$ cat config.mk
export PLATFORM = sky130hd
export DESIGN_NAME = spi_master
export DESIGN_NICKNAME = d
export VERILOG_FILES = /design/src/rtl/spi_pkg.sv /design/src/rtl/spi_clk_div.sv /design/src/rtl/spi_master.sv
export SDC_FILE = /design/constraint.sdc
export NUM_CORES = 1
export LEC_CHECK = 0
export ABC_AREA = 1
export CAP_MARGIN = 20
export CORE_MARGIN = 2
export CORE_UTILIZATION = 54
export CTS_CLUSTER_DIAMETER = 60
export DETAILED_ROUTE_END_ITERATION = 7
export PLACE_DENSITY = 0.83
export SYNTH_ARGS = -nofsm -noshare
export SYNTH_HDL_FRONTEND = slang
export SYNTH_SLANG_ARGS = --single-unit
export TNS_END_PERCENT = 30
$ cat constraint.sdc
create_clock -name clk_100 -period 4.41 [get_ports clk_100]
set_input_delay 0.441 -clock clk_100 [delete_from_list [all_inputs] [get_ports clk_100]]
set_output_delay 0.441 -clock clk_100 [all_outputs]
set_load 0.1 [all_outputs]
$ cat src/rtl/spi_pkg.sv
// Shared FSM state type and SPI mode constants for spi_master.
package spi_pkg;

    typedef enum logic [1:0] {
        IDLE  = 2'd0,
        SETUP = 2'd1,
        SHIFT = 2'd2,
        HOLD  = 2'd3
    } spi_state_t;

    localparam logic SPI_CPOL = 1'b0;
    localparam logic SPI_CPHA = 1'b0;

endpackage

$ cat src/rtl/spi_clk_div.sv
// SCLK half-period timebase: one-cycle tick every P_CLK_DIV cycles while en is high.
module spi_clk_div #(
    parameter int P_CLK_DIV = 4
) (
    input  logic clk_100,
    input  logic a_rst_n,
    input  logic en,
    output logic tick
);

    localparam int CW = $clog2(P_CLK_DIV + 1);
    localparam logic [CW-1:0] CNT_LAST = CW'(P_CLK_DIV - 1);
    localparam logic [CW-1:0] CNT_ONE  = CW'(1);

    logic [CW-1:0] cnt_q;

    always_ff @(posedge clk_100 or negedge a_rst_n) begin
        if (!a_rst_n) begin
            cnt_q <= '0;
        end else if (!en || cnt_q == CNT_LAST) begin
            cnt_q <= '0;
        end else begin
            cnt_q <= cnt_q + CNT_ONE;
        end
    end

    assign tick = en && (cnt_q == CNT_LAST);

endmodule

$ cat src/rtl/spi_master.sv
// SPI mode-0 master: one word per valid/ready handshake, shifted MSB-first on MOSI.
// Receive capture is built only when SPI_RX_EN is defined; otherwise rx_data/rx_valid are tied low.
module spi_master #(
    parameter int P_DATA_WIDTH = 8,
    parameter int P_CLK_DIV    = 4
) (
    input  logic                    clk_100,
    input  logic                    a_rst_n,
    input  logic                    valid,
    output logic                    ready,
    input  logic [P_DATA_WIDTH-1:0] data,
    output logic                    busy,
    output logic                    spi_sclk,
    output logic                    spi_mosi,
    output logic                    spi_cs_n,
    input  logic                    spi_miso,
    output logic [P_DATA_WIDTH-1:0] rx_data,
    output logic                    rx_valid
);

    import spi_pkg::*;

    localparam int BCW = $clog2(P_DATA_WIDTH + 1);
    localparam logic [BCW-1:0] BIT_LAST = BCW'(P_DATA_WIDTH);
    localparam logic [BCW-1:0] BIT_ONE  = BCW'(1);

    spi_state_t              state_q, state_d;
    logic                    sclk_q, sclk_d;
    logic                    mosi_q, mosi_d;
    logic                    cs_n_q, cs_n_d;
    logic                    ready_q, ready_d;
    logic                    busy_q, busy_d;
    logic [BCW-1:0]          bit_cnt_q, bit_cnt_d;
    logic [P_DATA_WIDTH-1:0] tx_sh_q, tx_sh_d;
    logic                    div_en;
    logic                    tick;
    logic                    lead_edge;
    logic                    trail_edge;
    logic                    sample_edge;
    logic                    done;

    assign div_en = (state_q != IDLE);

    spi_clk_div #(
        .P_CLK_DIV (P_CLK_DIV)
    ) u_clk_div (
        .clk_100 (clk_100),
        .a_rst_n (a_rst_n),
        .en      (div_en),
        .tick    (tick)
    );

    // Next-state and next-output logic; every output is registered below.
    always_comb begin
        state_d    = state_q;
        sclk_d     = sclk_q;
        mosi_d     = mosi_q;
        cs_n_d     = cs_n_q;
        bit_cnt_d  = bit_cnt_q;
        tx_sh_d    = tx_sh_q;
        lead_edge  = 1'b0;
        trail_edge = 1'b0;
        done       = 1'b0;

        unique case (state_q)
            IDLE: begin
                if (valid && ready_q) begin
                    state_d   = SETUP;
                    cs_n_d    = 1'b0;
                    sclk_d    = SPI_CPOL;
                    mosi_d    = data[P_DATA_WIDTH-1];
                    tx_sh_d   = data;
                    bit_cnt_d = '0;
                end
            end
            SETUP: begin
                // The setup tick doubles as the first leading SCLK edge.
                if (tick) begin
                    state_d   = SHIFT;
                    sclk_d    = ~SPI_CPOL;
                    bit_cnt_d = BIT_ONE;
                    lead_edge = 1'b1;
                end
            end
            SHIFT: begin
                if (tick) begin
                    if (sclk_q != SPI_CPOL) begin
                        sclk_d     = SPI_CPOL;
                        trail_edge = 1'b1;
                        if (bit_cnt_q != BIT_LAST) begin
                            tx_sh_d = tx_sh_q << 1;
                            mosi_d  = tx_sh_q[P_DATA_WIDTH-2];
                        end
                    end else if (bit_cnt_q == BIT_LAST) begin
                        // Last bit's low half-period has elapsed.
                        state_d = HOLD;
                    end else begin
                        sclk_d    = ~SPI_CPOL;
                        bit_cnt_d = bit_cnt_q + BIT_ONE;
                        lead_edge = 1'b1;
                    end
                end
            end
            HOLD: begin
                if (tick) begin
                    state_d = IDLE;
                    cs_n_d  = 1'b1;
                    done    = 1'b1;
                end
            end
            default: begin
                state_d = IDLE;
            end
        endcase

        ready_d = (state_d == IDLE);
        busy_d  = ~ready_d;
    end

    always_ff @(posedge clk_100 or negedge a_rst_n) begin
        if (!a_rst_n) begin
            state_q   <= IDLE;
            sclk_q    <= SPI_CPOL;
            mosi_q    <= 1'b0;
            cs_n_q    <= 1'b1;
            ready_q   <= 1'b0;
            busy_q    <= 1'b0;
            bit_cnt_q <= '0;
        end else begin
            state_q   <= state_d;
            sclk_q    <= sclk_d;
            mosi_q    <= mosi_d;
            cs_n_q    <= cs_n_d;
            ready_q   <= ready_d;
            busy_q    <= busy_d;
            bit_cnt_q <= bit_cnt_d;
        end
    end

    // Transmit shift register carries no control meaning, so it is not reset.
    always_ff @(posedge clk_100) begin
        tx_sh_q <= tx_sh_d;
    end

    assign sample_edge = (SPI_CPHA == 1'b0) ? lead_edge : trail_edge;

`ifdef SPI_RX_EN
    logic [P_DATA_WIDTH-1:0] rx_sh_q;
    logic [P_DATA_WIDTH-1:0] rx_data_q;
    logic                    rx_valid_q;

    always_ff @(posedge clk_100) begin
        if (sample_edge) begin
            rx_sh_q <= {rx_sh_q[P_DATA_WIDTH-2:0], spi_miso};
        end
    end

    // The received word is published together with chip-select release.
    always_ff @(posedge clk_100 or negedge a_rst_n) begin
        if (!a_rst_n) begin
            rx_data_q  <= '0;
            rx_valid_q <= 1'b0;
        end else begin
            rx_valid_q <= done;
            if (done) begin
                rx_data_q <= rx_sh_q;
            end
        end
    end

    assign rx_data  = rx_data_q;
    assign rx_valid = rx_valid_q;
`else
    logic unused_rx;
    assign unused_rx = spi_miso ^ sample_edge ^ done;
    assign rx_data   = '0;
    assign rx_valid  = 1'b0;
`endif

    assign ready    = ready_q;
    assign busy     = busy_q;
    assign spi_sclk = sclk_q;
    assign spi_mosi = mosi_q;
    assign spi_cs_n = cs_n_q;

endmodule

# Yosys cells after proc, flatten, opt, wreduce, memory -nomap -nowiden

Cells that the tools add are included.

Divide/modulo/power cells: 0
Multiplexer cells: 31
Multiply operators: 0
Magnitude comparators: 0
Shifts and indexed selects: 0
Bitwise gates (word level): 1
Add/sub/neg operators: 2
Equality and inequality tests: 14
Reduce and logical (&&, ||, !) cells: 14

Operators with widths:

| kind                                          | count |
|---|---|
| two-way mux 7 bit                             | 4 |
| two-way mux 4 bit                             | 5 |
| != test 2 bit, second input constant          | 8 |
| case mux 7 bit (2 select lines)               | 1 |
| two-way mux 2 bit                             | 6 |
| case mux 4 bit (3 select lines)               | 1 |
| two-way mux 1 bit                             | 9 |
| case mux 2 bit (4 select lines)               | 1 |
| AND reduction 6 bit                           | 1 |
| nonzero test 2 bit                            | 3 |
| AND reduction 5 bit                           | 1 |
| adder 4 x 1 -> 4 bit, second input constant   | 1 |
| == test 2 bit, second input constant          | 2 |
| == test 4 bit, second input constant          | 1 |
| zero test 2 bit                               | 2 |
| != test 4 bit, second input constant          | 1 |
| case mux 1 bit (2 select lines)               | 2 |
| AND reduction 4 bit                           | 1 |
| adder 3 x 1 -> 3 bit, second input constant   | 1 |
| == test 3 x 2 -> 1 bit, second input constant | 1 |
| two-way mux 3 bit                             | 1 |
| case mux 1 bit (3 select lines)               | 1 |
| AND reduction 3 bit                           | 1 |
| nonzero test 3 bit                            | 1 |
| other kinds (5)                               | 6 |

RAM bits: 0
Latch bits: 0
Memories kept: 0
Word-level logic and storage cells: 71
Memory bits (read-only): 0
Register bits after elaboration: 21
Output and inout port bits: 14

# Depth between registers and ports, before layout

Gate-level depths: netlist of run 1.

Word-level depth: 7
Depth in mapped cells: 10

# Hierarchy

From an unflattened synthesis of run 1, not the netlist that was laid out.

Cell total of the unflattened synthesis: 168
Area total of the unflattened synthesis: 1312.5 um2

Modules (own cells, without submodules):

| module      | area an instance (um2) | cells each | times used |
|---|---|---|---|
| spi_master  | 1176.1                 | 154        | 1 |
| spi_clk_div | 136.4                  | 14         | 1 |

# Least setup slack after synthesis of run 1

No wires, ideal clock.

Path type: flip-flop to flip-flop
Start point: register ready_q (netlist: ready)
End point: register tx_sh_q[0] (enable)
Path slack: 2.423 ns
Cell stages (with the launch flop): 7
Path buffers: 0
Setup time: 0.319 ns
Arrival time: 1.668 ns
Cell sequence: dfrtp_1 nand2_1 nand2_1 nand2_1 inv_2 nand3_1 inv_1

Cells in the longest elaborated chain, start to end: 3

Ends and longest elaborated chain:

| item                                 | line              | text |
|---|---|---|
| from (decl)                          | spi_master.sv:31  | `logic ready_q, ready_d;` |
| from (signal assigned)               | spi_master.sv:134 | `ready_q <= ready_d;` |
| logical AND 1 bit                    | spi_master.sv:67  | `if (valid && ready_q) begin` |
| != test 2 bit (no source line)       | --                |  |
| AND reduction 5 bit (no source line) | --                |  |
| to (signal assigned)                 | spi_master.sv:142 | `tx_sh_q <= tx_sh_d;` |
| to (decl)                            | spi_master.sv:34  | `logic [P_DATA_WIDTH-1:0] tx_sh_q, tx_sh_d;` |

Every way passes these cells.
A chain may end at the register's enable or synchronous reset.

# Final worst setup path of run 1

Start point: register cs_n_q (netlist: spi_cs_n)
End point: output port spi_cs_n

RTL lines:

| item                   | line              | text |
|---|---|---|
| from (decl)            | spi_master.sv:30  | `logic cs_n_q, cs_n_d;` |
| from (signal assigned) | spi_master.sv:133 | `cs_n_q <= cs_n_d;` |
| to (decl)              | spi_master.sv:15  | `output logic spi_cs_n,` |

No word-level cell between the ends.

==> results.cfg, run 1 <==
[route]
via_per_inst = 4.877
vias = 990
wl_per_cell_um = 11.32
drtPass1Iterations = 4
drt_iter0_markers = 18
drc = 0
ant_nets = 0
drt_wl_total_um = 2298

[logic_synthesis]
ys_async_sr_fraction_pct = 66.67
ys.flop_type = dfrtp_1
synth_cell_types = 23
yosysMostFrequentCell = nand2_1
synthTopCellsByArea = dfrtp_1, edfxtp_1, nand2_1
synth_edf_count = 7
ys_top_cells_by_count = nand2_1, inv_1, dfrtp_1
syn_area_per_cell_sq_um = 8.090
yosysSeqAreaShare_pct = 43.68
synth_top_area_cell = dfrtp_1
syn_area_sq_mm = 0.001286
yosysWarnings = 0
synth-seq-cells = 21
syn_inst = 159
synthDominantCellAreaShare_pct = 25.29

[setup_path]
crit_arrival_ps = 1980
cp-end-kind = primary output
path_class = reg2out
path_buf_inv = 1
ff2ff_setup_slack_ps = 2410
reg2regPathDepth = 6
crit_start = spi_cs_n
path_max_fanout = 3
startpoint_type = register
r2r_start = state_q[0]
cpPeakStageDelay_ps = 1130
cp_top_family = buffers and inverters
cp.required_ps = 3970
regToRegEndpoint = tx_sh_q[4]
crit_slowest_cell = clkdlybuf4s50_1
setup.worst_path.end = spi_cs_n
cp.depth = 1
cp_cell_sequence = clkdlybuf4s50_1

[timing]
worst_hold_slack_ps = 442.6
finalHoldViolCount = 0
max_slew_margin_pct = 33.80
rsz0062_at_grt = no
slew_violations = 0
setup_ws_ps = 1987
min_period_over_period_pct = 54.94
fmax_ghz = 0.4127
worst_slew_pin_slew_ps = 990.0
skew_ps = 17.46
setup_viol_count_final = 0
setup_tns_ps = 0
finalCriticalPeriod_ps = 2423

[die]
std_cell_rows = 17
io_pins = 26
start_util_pct = 57.59
die_x_um = 52.81
die_area_sq_mm = 0.002788
die_h_um = 52.81
core-area_sq_mm = 0.002233

[cts]
clockBufferDepth = 2
clk_latency_ps = 320
cts_tree = built
post_cts_resized = 0
cts_buffers = 3
cts.clk_slew.worst_paths_ps = 100
root_buffer = clkbuf_4
h-tree-depth = 1
cts.sinks = 21
post_cts_hold_buffer_count = 0
postCtsSetupRepairBufs = 0

[placed_design]
dpl.hpwl_um = 1742
place_ws_ps = 2329
portBuffers = 15
place_congestion = 0.8138
place_area_sq_mm = 0.001406

[hold_path]
hold_class = reg2reg

[global_route]
grt_pass1_vias = 954
grt_max_degree = 19
gr-total-overflow = 0
grt_use_total_pct = 19.49
grt_first_pass_wirelength_um = 3939
antenna_found_initial = 0

[layout]
drive_above_1_share_pct = 12.57
final_area_sq_mm = 0.001434
final_util_pct = 64.20
area_growth_pct = 11.48
fillCellCount = 194
antenna_cells = 0
fin_nets = 196

[run]
drv_cap = 0

[power]
p_leak_nw = 0.7168
ir_worst_vdd_uv = 172.5
pwr_density_cell_mw_per_mm2 = 236.6

[run_status]
outcome = finished clean
## logic make-up (layout without fill, tap and decap cells)
group	after synthesis	count (layout)	synth area share (%)
AND/OR/NAND/NOR	86	86	30.25
buffers and inverters	33	41	13.81
flip-flops	21	21	43.68
AO/OA/AOI/OAI	10	10	4.183
adder cells (fa/ha/maj)	8	8	7.782
other	1	9	0.2915
## registers in the layout, indices dropped and copies added (netlist names)
name / count
ready: 1
spi_cs_n: 1
state_q: 2
u_clk_div.cnt_q: 3
bit_cnt_q: 4
tx_sh_q: 7
busy: 1
spi_mosi: 1
spi_sclk: 1
## power by group
group	internal (W)	switching [W]	total [W]
Sequential	0.000200	0	0.000200
Clock	0.0000340	0.0000605	0.0000944
Combinational	0.00000772	0.0000368	0.0000445
## layer usage
metal	share of wire [%]	wire [um]	GRT usage [%]	vias up
li1	-	-	-	506
met1	44	1021	23.63	461
met2	51	1165	33.96	18
met3	3.1	72	3.429	5
met4	1.7	39	7.692	0
met5	0	0	0	-
## how the worst min path moves through the flow
stage,from,endpoint,cells past startpoint
after CTS,u_clk_div.cnt_q[0],u_clk_div.cnt_q[0],1
final,u_clk_div.cnt_q[0],u_clk_div.cnt_q[0],1
after global routing,u_clk_div.cnt_q[0],u_clk_div.cnt_q[0],1
after global placement,u_clk_div.cnt_q[0],u_clk_div.cnt_q[0],1
after detailed placement,u_clk_div.cnt_q[0],u_clk_div.cnt_q[0],1
after floorplan,a_rst_n,bit_cnt_q[0],0
## final cells by class
class / instances / area (sq um) / share of cell area, %
inverter: 22 / 82.58 / 5.759
sequential: 21 / 561.8 / 39.18
clock buffer: 3 / 22.52 / 1.571
clock inverter: 1 / 5.005 / 0.3490
timing repair buffer: 15 / 150.1 / 10.47
tap: 28 / 35.03 / 2.443
multi-input combinational: 113 / 576.8 / 40.23
## worst register-to-register path, cell delays in order (launching register included)
cell and delay (ps):
dfrtp_1 420, inv_1 100, ha_1 580, nor2_1 150
inv_1 100, nand3_1 90, inv_1 250
## metrics by stage
stage / total power, W / cells
floorplan: 0.0002438 / 167
global placement: 0.0002486 / 199
detailed placement: 0.0002489 / 199
CTS: 0.0003427 / 203
global route: 0.0003520 / 203
finish: 0.0003393 / 203
## placed cells by master (no fill, tap or decap)
master / netlist / final
a21oi_1: 2 / 2
nand3_2: 2 / 2
ha_1: 8 / 8
nor2_4: 1 / 1
o21ai_2: 1 / 1
nand3_1: 11 / 11
nor2_2: 2 / 2
conb_1: 1 / 9
nand2_1: 50 / 50
o21ai_0: 4 / 4
dfrtp_1: 13 / 13
nand2_4: 1 / 1
dfstp_2: 1 / 1
o21ai_1: 3 / 3
clkbuf_4: 0 / 3
nand4_1: 2 / 2
inv_2: 5 / 5
clkinv_2: 0 / 1
inv_1: 17 / 17
nand2_2: 5 / 5
clkdlybuf4s50_1: 0 / 15
or2_1: 1 / 1
edfxtp_1: 7 / 7
nor2_1: 11 / 11
No activity file was read; power rests on OpenSTA's default activity.
==> inputs of run 2 (changes only) <==
--- a/config.mk
+++ b/config.mk
@@ -8,10 +8,10 @@
 export ABC_AREA = 1
 export CAP_MARGIN = 20
 export CORE_MARGIN = 2
-export CORE_UTILIZATION = 54
+export CORE_UTILIZATION = 46
 export CTS_CLUSTER_DIAMETER = 60
 export DETAILED_ROUTE_END_ITERATION = 7
-export PLACE_DENSITY = 0.83
+export PLACE_DENSITY = 0.76
 export SYNTH_ARGS = -nofsm -noshare
 export SYNTH_HDL_FRONTEND = slang
 export SYNTH_SLANG_ARGS = --single-unit
==> constraint.sdc (replaced) <==
create_clock -name clk_100 -period 2 [get_ports clk_100]
set_input_delay 0.2 -clock clk_100 [delete_from_list [all_inputs] [get_ports clk_100]]
set_output_delay 0.2 -clock clk_100 [all_outputs]
set_load 0.1 [all_outputs]
==> run 2 against run 1 <==
Against the previous run: die area grew 16%; routed wire length shrank 2.4%; final area is essentially flat; clock power grew 120%; sequential share of layout area is essentially flat; cell count grew 2.0%; total power grew 120%; critical path depth grew 8; count of clock-buffer cells in the layout is the same; largest power group unchanged.
==> results.cfg, run 2 (synthesis gave the netlist of run 1 again) <==
[layout]
fin_nets = 197
area_growth_pct = 11.38
fillCellCount = 283
drive_above_1_share_pct = 16.48
multi_input_area_sq_um = 576.8
largestRegisters = tx_sh_q x7, bit_cnt_q x4, u_clk_div.cnt_q x3
regMostFlops = tx_sh_q
ff_latch_area_sq_um = 561.8
antenna_cells = 0
mostFrequentLayoutCells = nand2_1, inv_1, dfrtp_1
final_common_cell = nand2_1
largest_reg_flops = 7

[placed_design]
place_ws_ps = 192.1
dpl.hpwl_um = 1738
place_congestion = 0.8220
portBuffers = 15

[setup_path]
cp_top_family = buffers and inverters
path_class = reg2reg
timing.critical_path.mode_cell = inv_2
cp_cell_sequence = inv_1 > ha_1 > inv_2 > nand2_4 > nand2_1 > nand2_1 > inv_2 > nand3_1 > inv_2
crit_arrival_ps = 1780
reg2regPathDepth = 9
cpPeakStageDelay_ps = 430
path_max_fanout = 7
cp.required_ps = 2020
regToRegEndpoint = tx_sh_q[3]
path_buf_inv = 4
crit_slowest_cell = dfrtp_1
r2r_start = state_q[1]
cp-end-kind = register
startpoint_type = register
ff2ff_setup_slack_ps = 240

[timing]
finalHoldViolCount = 0
skew_ps = 4.209
setup_viol_count_final = 0
worst_slew_pin_slew_ps = 648.0
max_slew_margin_pct = 56.67
min_period_over_period_pct = 88.08
setup_tns_ps = 0
finalCriticalPeriod_ps = 1762
setup_ws_ps = 238.3
rsz0062_at_grt = no
slew_violations = 0
fmax_ghz = 0.5676

[cts]
clk_latency_ps = 310
cts_buffers = 3
post_cts_hold_buffer_count = 0
clockBufferDepth = 2
h-tree-depth = 1
cts.clk_slew.worst_paths_ps = 120
root_buffer = clkbuf_4
cts_tree = built
cts.sinks = 21

[global_route]
grt_pass1_vias = 987
grt_max_degree = 15
grt_first_pass_wirelength_um = 4126
antenna_found_initial = 0
gr-total-overflow = 0
grt_use_total_pct = 16.07

[die]
start_util_pct = 47.46
core-area_sq_mm = 0.002710
std_cell_rows = 19
die_x_um = 56.88
io_pins = 26
die_area_sq_mm = 0.003235
die_h_um = 56.88

[route]
met3RoutedLength_um = 86
via_per_inst = 4.725
drt_wl_total_um = 2242
highest_layer = met4
drt_iter0_markers = 30
drtPass1Iterations = 4
drc = 0
vias = 978
met2_length_um = 1152
ant_nets = 0
wl_per_cell_um = 10.83
wl_met1_um = 974

[hold_path]
hold_class = in2async

[power]
seqPwrFrac_pct = 59.3
clock_power_share_pct = 27.5
p_sw_w = 0.0002118
pwr_density_cell_mw_per_mm2 = 520.2
p_leak_nw = 0.7205
p_int_w = 0.0005334
ir_worst_vdd_uv = 457.5
switching_share_pct = 28.43
p_comb_share_pct = 13.2

[run_status]
outcome = finished clean

[run]
drv_cap = 0
-- run 2: area by class of cell --
type	count	share of cell area, %
Sequential cell	21	39.21
Timing Repair Buffer	16	10.13
Clock buffer	3	1.572
Inverter	22	5.764
Clock inverter	1	0.3493
Multi-Input combinational cell	113	40.26
Tap cell	31	2.707
-- run 2: what timing repair did --
item / 4_1_cts / 5_1_grt
setup endpoints to repair: 0 / 7
setup buffers: 0 / 0
gates resized for setup: 0 / 1
-- run 2: worst reg2reg max path: stages, from the launching register on --
cell and delay (ps):
dfrtp_1 430, inv_1 100, ha_1 260, inv_2 140, nand2_4 80, nand2_1 60
nand2_1 70, inv_2 60, nand3_1 110, inv_2 160
-- run 2: how the worst max path moves through the flow --
| stage | from | end | cells past startpoint |
|---|---|---|---|
| floorplan | ready | tx_sh_q[0] | 6 |
| global placement | state_q[1] | tx_sh_q[0] | 9 |
| detailed placement | state_q[1] | tx_sh_q[0] | 9 |
| CTS | state_q[1] | tx_sh_q[2] | 9 |
| global route | state_q[1] | tx_sh_q[5] | 9 |
| finish | state_q[1] | tx_sh_q[3] | 9 |
-- run 2: power by group through the flow --
| stage | combinational (W) | sequential, W | clock (W) |
|---|---|---|---|
| after floorplan | 0.0000871 | 0.000451 | 0 |
| after global placement | 0.0000978 | 0.000450 | 0 |
| after detailed placement | 0.0000987 | 0.000450 | 0 |
| after CTS | 0.0000987 | 0.000442 | 0.000214 |
| after global routing | 0.000103 | 0.000442 | 0.000232 |
| final | 0.0000983 | 0.000442 | 0.000205 |
-- run 2: routing by layer --
layer	vias to the layer above	global-route usage (%)
met5	-	0
met4	0	5.980
met3	4	2.765
met2	15	28.24
met1	451	19.42
li1	508	-
-- run 2: per-stage QoR --
stage	cells	total power [W]	instance area [sq um]	util (%)	hold slack, ps
2_1_floorplan	167	0.0005376	1316	-	-95.59
3_3_place_gp	203	0.0005483	1405	51.85	419.9
3_5_place_dp	203	0.0005492	1405	51.85	438.1
4_1_cts	207	0.0007541	1433	52.86	288.4
5_1_grt	207	0.0007768	1433	52.86	336.2
6_report	207	0.0007453	1433	52.86	276.1
